<file path="config.mk">
export PLATFORM = sky130hd
export DESIGN_NAME = mm_slave_mem
export DESIGN_NICKNAME = d
export VERILOG_FILES = /design/src/rtl/mm_slave_pkg.sv /design/src/rtl/mm_slave_ram.sv /design/src/rtl/mm_slave_mem.sv
export SDC_FILE = /design/constraint.sdc
export NUM_CORES = 2
export LEC_CHECK = 0
export BUFFER_PORTS_ARGS = -buffer_cell sky130_fd_sc_hd__clkbuf_2
export CAP_MARGIN = 20
export CORE_MARGIN = 2
export CORE_UTILIZATION = 35
export CTS_CLUSTER_DIAMETER = 200
export DETAILED_ROUTE_END_ITERATION = 10
export GPL_ROUTABILITY_DRIVEN = 0
export GPL_TIMING_DRIVEN = 1
export PLACE_DENSITY = 0.6
export SETUP_SLACK_MARGIN = 0.5
export SYNTH_ARGS = -nofsm -noshare
export SYNTH_HDL_FRONTEND = slang
export SYNTH_SLANG_ARGS = --single-unit
</file>
<file path="constraint.sdc">
create_clock -name CLK -period 2.6 [get_ports CLK]
set_clock_uncertainty 0.15 [all_clocks]
set_input_delay 0.13 -clock CLK [delete_from_list [all_inputs] [get_ports CLK]]
set_output_delay 0.13 -clock CLK [all_outputs]
set_load 0.01 [all_outputs]
</file>
<file path="src/rtl/mm_slave_pkg.sv">
// Shared types and helpers for the bus_MM slave memory (mm_slave_mem).
package mm_slave_pkg;

  typedef enum logic [1:0] {
    IDLE  = 2'd0,
    STALL = 2'd1,
    ACK   = 2'd2
  } mm_slv_state_t;

  localparam int WAIT_MAX = 15;

  function automatic logic [15:0] sat_inc16(input logic [15:0] v);
    return (v == 16'hFFFF) ? v : v + 16'd1;
  endfunction

endpackage

</file>
<file path="src/rtl/mm_slave_ram.sv">
// Register array with asynchronous clear, one write port and one registered read port.
module mm_slave_ram #(
  parameter int ADDR_W = 8,
  parameter int DATA_W = 8
) (
  input  logic              clk,
  input  logic              rst_n,
  input  logic              wr_en,
  input  logic [ADDR_W-1:0] wr_addr,
  input  logic [DATA_W-1:0] wr_data,
  input  logic              rd_en,
  input  logic [ADDR_W-1:0] rd_addr,
  output logic [DATA_W-1:0] rd_data
);

  localparam int DEPTH = 2 ** ADDR_W;

  logic [DATA_W-1:0] mem_r [DEPTH];

  // Storage array: cleared on reset, written on an accepted write.
  always_ff @(posedge clk or negedge rst_n) begin
    if (!rst_n) begin
      for (int i = 0; i < DEPTH; i++) begin
        mem_r[i] <= '0;
      end
    end else if (wr_en) begin
      mem_r[wr_addr] <= wr_data;
    end
  end

  // Read register: samples the pre-write contents, so same-edge writes are never bypassed.
  always_ff @(posedge clk or negedge rst_n) begin
    if (!rst_n) begin
      rd_data <= '0;
    end else if (rd_en) begin
      rd_data <= mem_r[rd_addr];
    end
  end

endmodule

</file>
<file path="src/rtl/mm_slave_mem.sv">
// bus_MM slave: 2^ADDR_W x DATA_W memory with WAIT_CYCLES wait states per access.
// Optional accepted-write counter port wr_count enabled by macro MM_SLAVE_WRCNT_EN.
module mm_slave_mem
  import mm_slave_pkg::*;
#(
  parameter int unsigned WAIT_CYCLES = 32'd0,
  parameter int          ADDR_W      = 8,
  parameter int          DATA_W      = 8
) (
  input  logic              CLK,
  input  logic              reset_n,
  input  logic [ADDR_W-1:0] address,
  input  logic              write,
  input  logic [DATA_W-1:0] writedata,
  input  logic              read,
  output logic              waitrequest,
  output logic [DATA_W-1:0] readdata,
  output logic              readdatavalid
`ifdef MM_SLAVE_WRCNT_EN
  ,
  output logic [15:0]       wr_count
`endif
);

  // Value stall_cnt reaches on the last STALL cycle; IDLE already accounts for one wait state.
  localparam logic [3:0] STALL_END_C = (WAIT_CYCLES > 32'd0) ? 4'(WAIT_CYCLES - 32'd1) : 4'd0;

  mm_slv_state_t state_r, state_nxt_s;
  logic [3:0]    stall_cnt_r, stall_cnt_nxt_s;
  logic          request_s, accept_s, wr_en_s, rd_en_s;

  assign request_s   = write | read;
  assign wr_en_s     = accept_s & write;
  assign rd_en_s     = accept_s & read & ~write;
  assign waitrequest = request_s & ~accept_s;

  // FSM and stall counter registers.
  always_ff @(posedge CLK or negedge reset_n) begin
    if (!reset_n) begin
      state_r     <= IDLE;
      stall_cnt_r <= 4'd0;
    end else begin
      state_r     <= state_nxt_s;
      stall_cnt_r <= stall_cnt_nxt_s;
    end
  end

  // Next-state, stall counting and accept decode.
  always_comb begin
    state_nxt_s     = state_r;
    stall_cnt_nxt_s = stall_cnt_r;
    accept_s        = 1'b0;
    case (state_r)
      IDLE: begin
        stall_cnt_nxt_s = 4'd0;
        if (!request_s) begin
          state_nxt_s = IDLE;
        end else if (WAIT_CYCLES == 32'd0) begin
          accept_s = 1'b1;
        end else if (WAIT_CYCLES == 32'd1) begin
          state_nxt_s = ACK;
        end else begin
          state_nxt_s = STALL;
        end
      end
      STALL: begin
        if (!request_s) begin
          state_nxt_s     = IDLE;
          stall_cnt_nxt_s = 4'd0;
        end else begin
          stall_cnt_nxt_s = stall_cnt_r + 4'd1;
          if (stall_cnt_nxt_s == STALL_END_C) begin
            state_nxt_s = ACK;
          end else begin
            state_nxt_s = STALL;
          end
        end
      end
      ACK: begin
        accept_s        = request_s;
        state_nxt_s     = IDLE;
        stall_cnt_nxt_s = 4'd0;
      end
      default: begin
        state_nxt_s     = IDLE;
        stall_cnt_nxt_s = 4'd0;
      end
    endcase
  end

  // One-cycle valid pulse following an accepted (non-dropped) read.
  always_ff @(posedge CLK or negedge reset_n) begin
    if (!reset_n) begin
      readdatavalid <= 1'b0;
    end else begin
      readdatavalid <= rd_en_s;
    end
  end

`ifdef MM_SLAVE_WRCNT_EN
  // Saturating count of accepted writes.
  always_ff @(posedge CLK or negedge reset_n) begin
    if (!reset_n) begin
      wr_count <= 16'd0;
    end else if (wr_en_s) begin
      wr_count <= sat_inc16(wr_count);
    end
  end
`endif

  mm_slave_ram #(
    .ADDR_W (ADDR_W),
    .DATA_W (DATA_W)
  ) u_ram (
    .clk     (CLK),
    .rst_n   (reset_n),
    .wr_en   (wr_en_s),
    .wr_addr (address),
    .wr_data (writedata),
    .rd_en   (rd_en_s),
    .rd_addr (address),
    .rd_data (readdata)
  );

endmodule

</file>
After elaboration in Yosys (flattened, before gate mapping). Index checks and enable logic that the tools add are counted.

Add/sub/neg operators: 1. Magnitude comparators: 2. Equal/unequal tests: 3. Mux-type cells: 14. Bitwise operators: 8. Reduce and logical (&&, ||, !) cells: 3.

Operators with widths (number): $bwmux 2048 (1); $bmux 8 s8 (1); $demux 8 s8 (1); $mux 8 (3); $ge 9x9->1 const B (1); $lt 9x1->1 const B (1); $not 8->9 (1); $mux 4 (2); $mux 2 (3); $add 4x1->4 const B (1); $and 1x1->1 (4); $logic_not 4->1 (1); $pmux 2 s2 (1); $eq 2x1->1 const B (1); $eq 2x2->1 const B (1); $logic_not 2->1 (1); $ne 2x2->1 const B (1); $not 1->1 (2); $pmux 1 s2 (1); $logic_and 1x1->1 (1); $mux 1 (1); $or 1x1->1 (1).

Register bits after elaboration: 2063. Output and inout port bits: 10. Logic and storage cells: 291.

Longest topological paths before layout.
Depth in word-level cells: 6. Mapped depth: 13. Gate-level depth less buffers: 7.

Modules after synthesis. A second synthesis with hierarchy kept.

Cells, all modules: 6387. Area total of the unflattened synthesis: 94612.0 µm².

By module, submodules not included: mm_slave_ram (instances 1, cells each 6360, area each 94305.4 µm²); mm_slave_mem (instances 1, cells each 27, area each 306.5 µm²).

Least setup slack after synthesis. OpenSTA, ideal clock, no wires.

Kind: input to register. Start: in address[0]. End: reg u_ram.rd_data[1]. Library setup time: 126 ps. Arrival: 2208 ps. Slack: 116 ps. Cell stages on the path: 9. Path buffers: 4. Cell sequence: buf_6 buf_6 buf_6 buf_4 mux4_2 a22oi_1 nand4_1 a311o_1 o32a_1.

Word-level cells in the longest chain between the ends: 4.

RTL lines: start, declared (RTL line mm_slave_mem.sv:12) `input logic [ADDR_W-1:0] address,`; $not 8->9 (not written as such) (RTL line mm_slave_ram.sv:36) `rd_data <= mem_r[rd_addr];`; $bmux 8 s8 (RTL line mm_slave_ram.sv:36); $mux 8 (not written as such) (2 in a row) (RTL line mm_slave_ram.sv:36); end signal, assigned (RTL line mm_slave_ram.sv:36); end, declared (RTL line mm_slave_ram.sv:13) `output logic [DATA_W-1:0] rd_data`.

No other way between the ends. The select of a mux whose other input is x is not followed. A chain may end at the register's enable or synchronous reset.

Worst setup path after layout.
Start: reg u_ram.mem_r[1723] (netlist bit). End: reg u_ram.rd_data[3].

Word-level cells in the longest chain between the ends: 3.

RTL lines: start, declared (RTL line mm_slave_ram.sv:18) `logic [DATA_W-1:0] mem_r [DEPTH];`; start signal, assigned by index (RTL line mm_slave_ram.sv:27) `mem_r[wr_addr] <= wr_data;`; $bmux 8 s8 (RTL line mm_slave_ram.sv:36); $mux 8 (not written as such) (2 in a row) (RTL line mm_slave_ram.sv:36).

No other way between the ends. The select of a mux whose other input is x is not followed.

==> results.toml <==
[outcome]
status = "finished with violations"
violations = "setup timing"

[cells_and_area]
multi_input_area_um2 = 44160
drive_above_1_share = 0.5976
ff_latch_area_um2 = 51630
final_core_util = 0.4395
nFillCells = 23658
nets = 6691
fin_area_um2 = 117600
area_growth_pct = 25.00

[cts]
cts_tree = "built"
clk_latency_ns = 0.90
cts_buffers = 224
clk_path_buf_depth = 3
path_clk_slew_ns = 0.06
cts_htree_levels = 4
cts_root_buffer = "clkbuf_16"
cts.sinks = 2063

[synth]
ys_ff_latch = 2063
synth_area_per_cell_um2 = 15.57
synth-edff-count = 0
synth.top_cells.by_area = "dfrtp_1 55%, mux2_2 25%, mux4_2 12%"
syn-cell-area_um2 = 94110
async_flop_share = 1.000
synth_top_area_share = 0.5485
synthFlopType = "dfrtp_1"
post_synth_inst_count = 6045
synth_fp_nets = 6066
synth_seq_area_share = 0.5485
yosysTopAreaCell = "dfrtp_1"
synth_cell_types = 72
yosysWarnings = 0

[sta]
slew_viol_final = 0
setup_viol = 4
period_needed_ns = 2.897
max_freq_ghz = 0.3451
finalCritPeriodShare = 1.114
tns_ns = -0.4975
rsz0062_at_grt = "yes"
tightest_slew_ns = 1.092
hold_viol_final = 0
worst_slack_ns = -0.2973
slew_headroom = 0.2673

[setup_path]
cp_data_arrival_time_ns = 3.43
slowest_delay_ns = 0.70
rr_endpoint = "u_ram.rd_data[3]"
cp_max_fo = 2
path_cells = "mux4_2 -> nor2_4 -> a2111oi_2 -> a221oi_2 -> buf_4 -> nand3_4 -> o211ai_1 -> a41oi_1"
cp-end-kind = "register"
start_kind = "register"
cp.buffers_inverters = 1
r2r_cells = 8
critPathRequiredTime_ns = 3.14
cpLargestDelayFamily = "compound AO/OA/AOI/OAI gates"
cpMaxStageDelayCell = "o211ai_1"
rrSetupSlack_ns = -0.30
path_class = "register to register"
worstReg2RegStart = "u_ram.mem_r[1723]"

[floorplanning]
die-height_um = 522.5
die_x_um = 522.5
ios = 30
initial_utilization = 0.3516
core_area_um2 = 267700
die_area_um2 = 273100
rows = 190

[routing]
drtPass1Iterations = 6
viasPerCell = 5.602
dr.first_iter.drc_count = 4838
wl_per_cell_um = 29.25
vias = 58346
drc_errors = 0
totalWireLength_mm = 304.6
ant_nets = 0

[place]
port_buffers = 29
dp_worst_setup_slack_ns = -0.9783
dpl_cell_area_um2 = 106600
hpwl_mm = 207.1

[pwr]
p_per_area_nw_per_um2 = 636.3
p_leak_nw = 55.36
peakVddDrop_v = 0.0005771

[global_route]
globalRoute.totalOverflow = 0
grt_pass1_wl_mm = 441.8
antenna_found_initial = 12
first_global_vias = 60751
grt_max_degree = 123
grtUsageTotal = 0.2204

[run]
cap_violations = 0

[worst_hold_path]
hold_start = "address[2]"
hold_class = "input port to register"
whs_endpoint = "u_ram.rd_data[4]"
hold_depth = 5
power by group:
part / internal (mW) / total [mW] / switching (mW) / leakage (nW)
clock: 19.1 / 32.9 / 13.8 / 3.73
sequential: 33.6 / 34.5 / 0.840 / 28.4
combinational: 3.48 / 7.46 / 3.98 / 23.2
total: 56.3 / 74.9 / 18.6 / 55.4
worst max-delay path by stage:
stage | from | end | slack [ns] | depth (start not counted)
after floorplan | address[0] | u_ram.rd_data[4] | 0.21 | 8
after global placement | address[0] | u_ram.rd_data[3] | -0.98 | 11
after detailed placement | address[0] | u_ram.rd_data[3] | -0.98 | 11
after CTS | u_ram.mem_r[1715] | u_ram.rd_data[3] | -0.12 | 8
after global routing | u_ram.mem_r[1723] | u_ram.rd_data[3] | -0.24 | 8
final | u_ram.mem_r[1723] | u_ram.rd_data[3] | -0.30 | 8
cells in the mapped netlist (all sizes together) (3+ instances only):
cell,number
mux4,487
buf,151
nor2b,13
inv,6
dfrtp,2063
nand2b,10
o22a,11
a41oi,3
a311oi,5
o221ai,12
dlygate4sd1,8
clkbuf,288
nor3,16
o22ai,44
or2,5
a21oi,41
o211ai,9
a22oi,89
o21ai,30
a221oi,10
or3b,3
nor2,142
nand3b,3
nor4,6
a211oi,11
a32oi,15
nand2,299
o32a,3
nand3,28
o311ai,5
mux2i,106
mux2,2061
a2111oi,4
a31oi,14
and3,6
and2,6
nand4,7
flip-flops by register name, summed over array words and instances (netlist names):
name,cells
u_ram.mem_r,2048
u_ram.rd_data,8
stall_cnt_r,4
state_r,2
readdatavalid,1
layout make-up:
| type | count | share of cell area |
|---|---|---|
| diodes | 6 | 0.0001276 |
| clock buffers | 333 | 0.05532 |
| clock inverters | 80 | 0.009764 |
| inverters | 7 | 0.0002446 |
| multi-input cells | 3529 | 0.3754 |
| flip-flops and latches | 2063 | 0.4388 |
| well taps | 3552 | 0.03778 |
| repair buffers | 845 | 0.08252 |
layout by cell type (no fill, tap or decap), types with 10 or more instances in the layout:
master,Yosys,routed
dfrtp_1,2063,2062
mux2_2,2061,1545
buf_4,50,530
mux2_4,0,516
mux4_2,483,486
buf_12,2,248
clkbuf_16,0,229
nand2_2,70,119
nand2_1,229,109
mux2i_1,106,101
nor2_4,0,87
a22oi_1,89,80
clkbuf_1,286,62
clkbuf_8,0,54
nor2_1,75,47
o22ai_1,44,40
nand2_4,0,38
clkinv_2,0,38
a21oi_1,41,37
nand2_8,0,34
o21ai_0,30,26
nand3_1,27,22
bufinv_16,0,18
buf_6,26,16
a32oi_1,15,15
dlygate4sd3_1,0,15
clkbuf_2,1,15
a31oi_1,14,12
nand2b_1,10,10
o22a_1,11,10
cells by family (layout without fill, tap and decap cells):
family,Yosys count,in the layout,share of synthesized area
flops,2063,2063,0.5485
other cells,0,6,0
buf+inv,454,1265,0.02398
mux,2654,2654,0.3746
compound gates,321,321,0.02417
simple gates,549,550,0.02830
xor+xnor,3,3,0.0002792
fa+ha+maj,1,1,0.0001329
through the flow:
stage,total power [mW],std cells,hold WS (ns)
finish,74.86,10415,0.05476
global route,77.39,10412,0.01981
CTS,75.14,10387,0.003631
detailed placement,42.07,9937,-0.06215
global placement,41.85,9936,-0.05411
floorplan,38.55,6045,-0.3156
worst register-to-register path: stages (launching register included):
cell and delay (ns):
dfrtp_1 0.38, mux4_2 0.49, nor2_4 0.11, a2111oi_2 0.06, a221oi_2 0.28, buf_4 0.19
nand3_4 0.10, o211ai_1 0.71, a41oi_1 0.23
layer usage:
| layer | routed length (um) | share of wire | vias up | global-route usage |
|---|---|---|---|---|
| met3 | 17320 | 0.057 | 524 | 0.03660 |
| met4 | 13270 | 0.044 | 10 | 0.08591 |
| met5 | 49 | 0.00016 | - | 0 |
| met2 | 141900 | 0.47 | 1779 | 0.3456 |
| li1 | - | - | 23929 | - |
| met1 | 132100 | 0.43 | 32104 | 0.3056 |
what timing repair did:
| item | in CTS | in global routing |
|---|---|---|
| hold endpoints to repair | 2553 | 1 |
| pin swaps | 38 | 87 |
| gates cloned | 2 | 3 |
| hold buffers | 15 | 1 |
| setup endpoints to repair | 2043 | 1790 |
| buffers inserted | 20 | 18 |
| resized for setup | 123 | 493 |
Note: power is estimated with default switching activity, not from simulation.
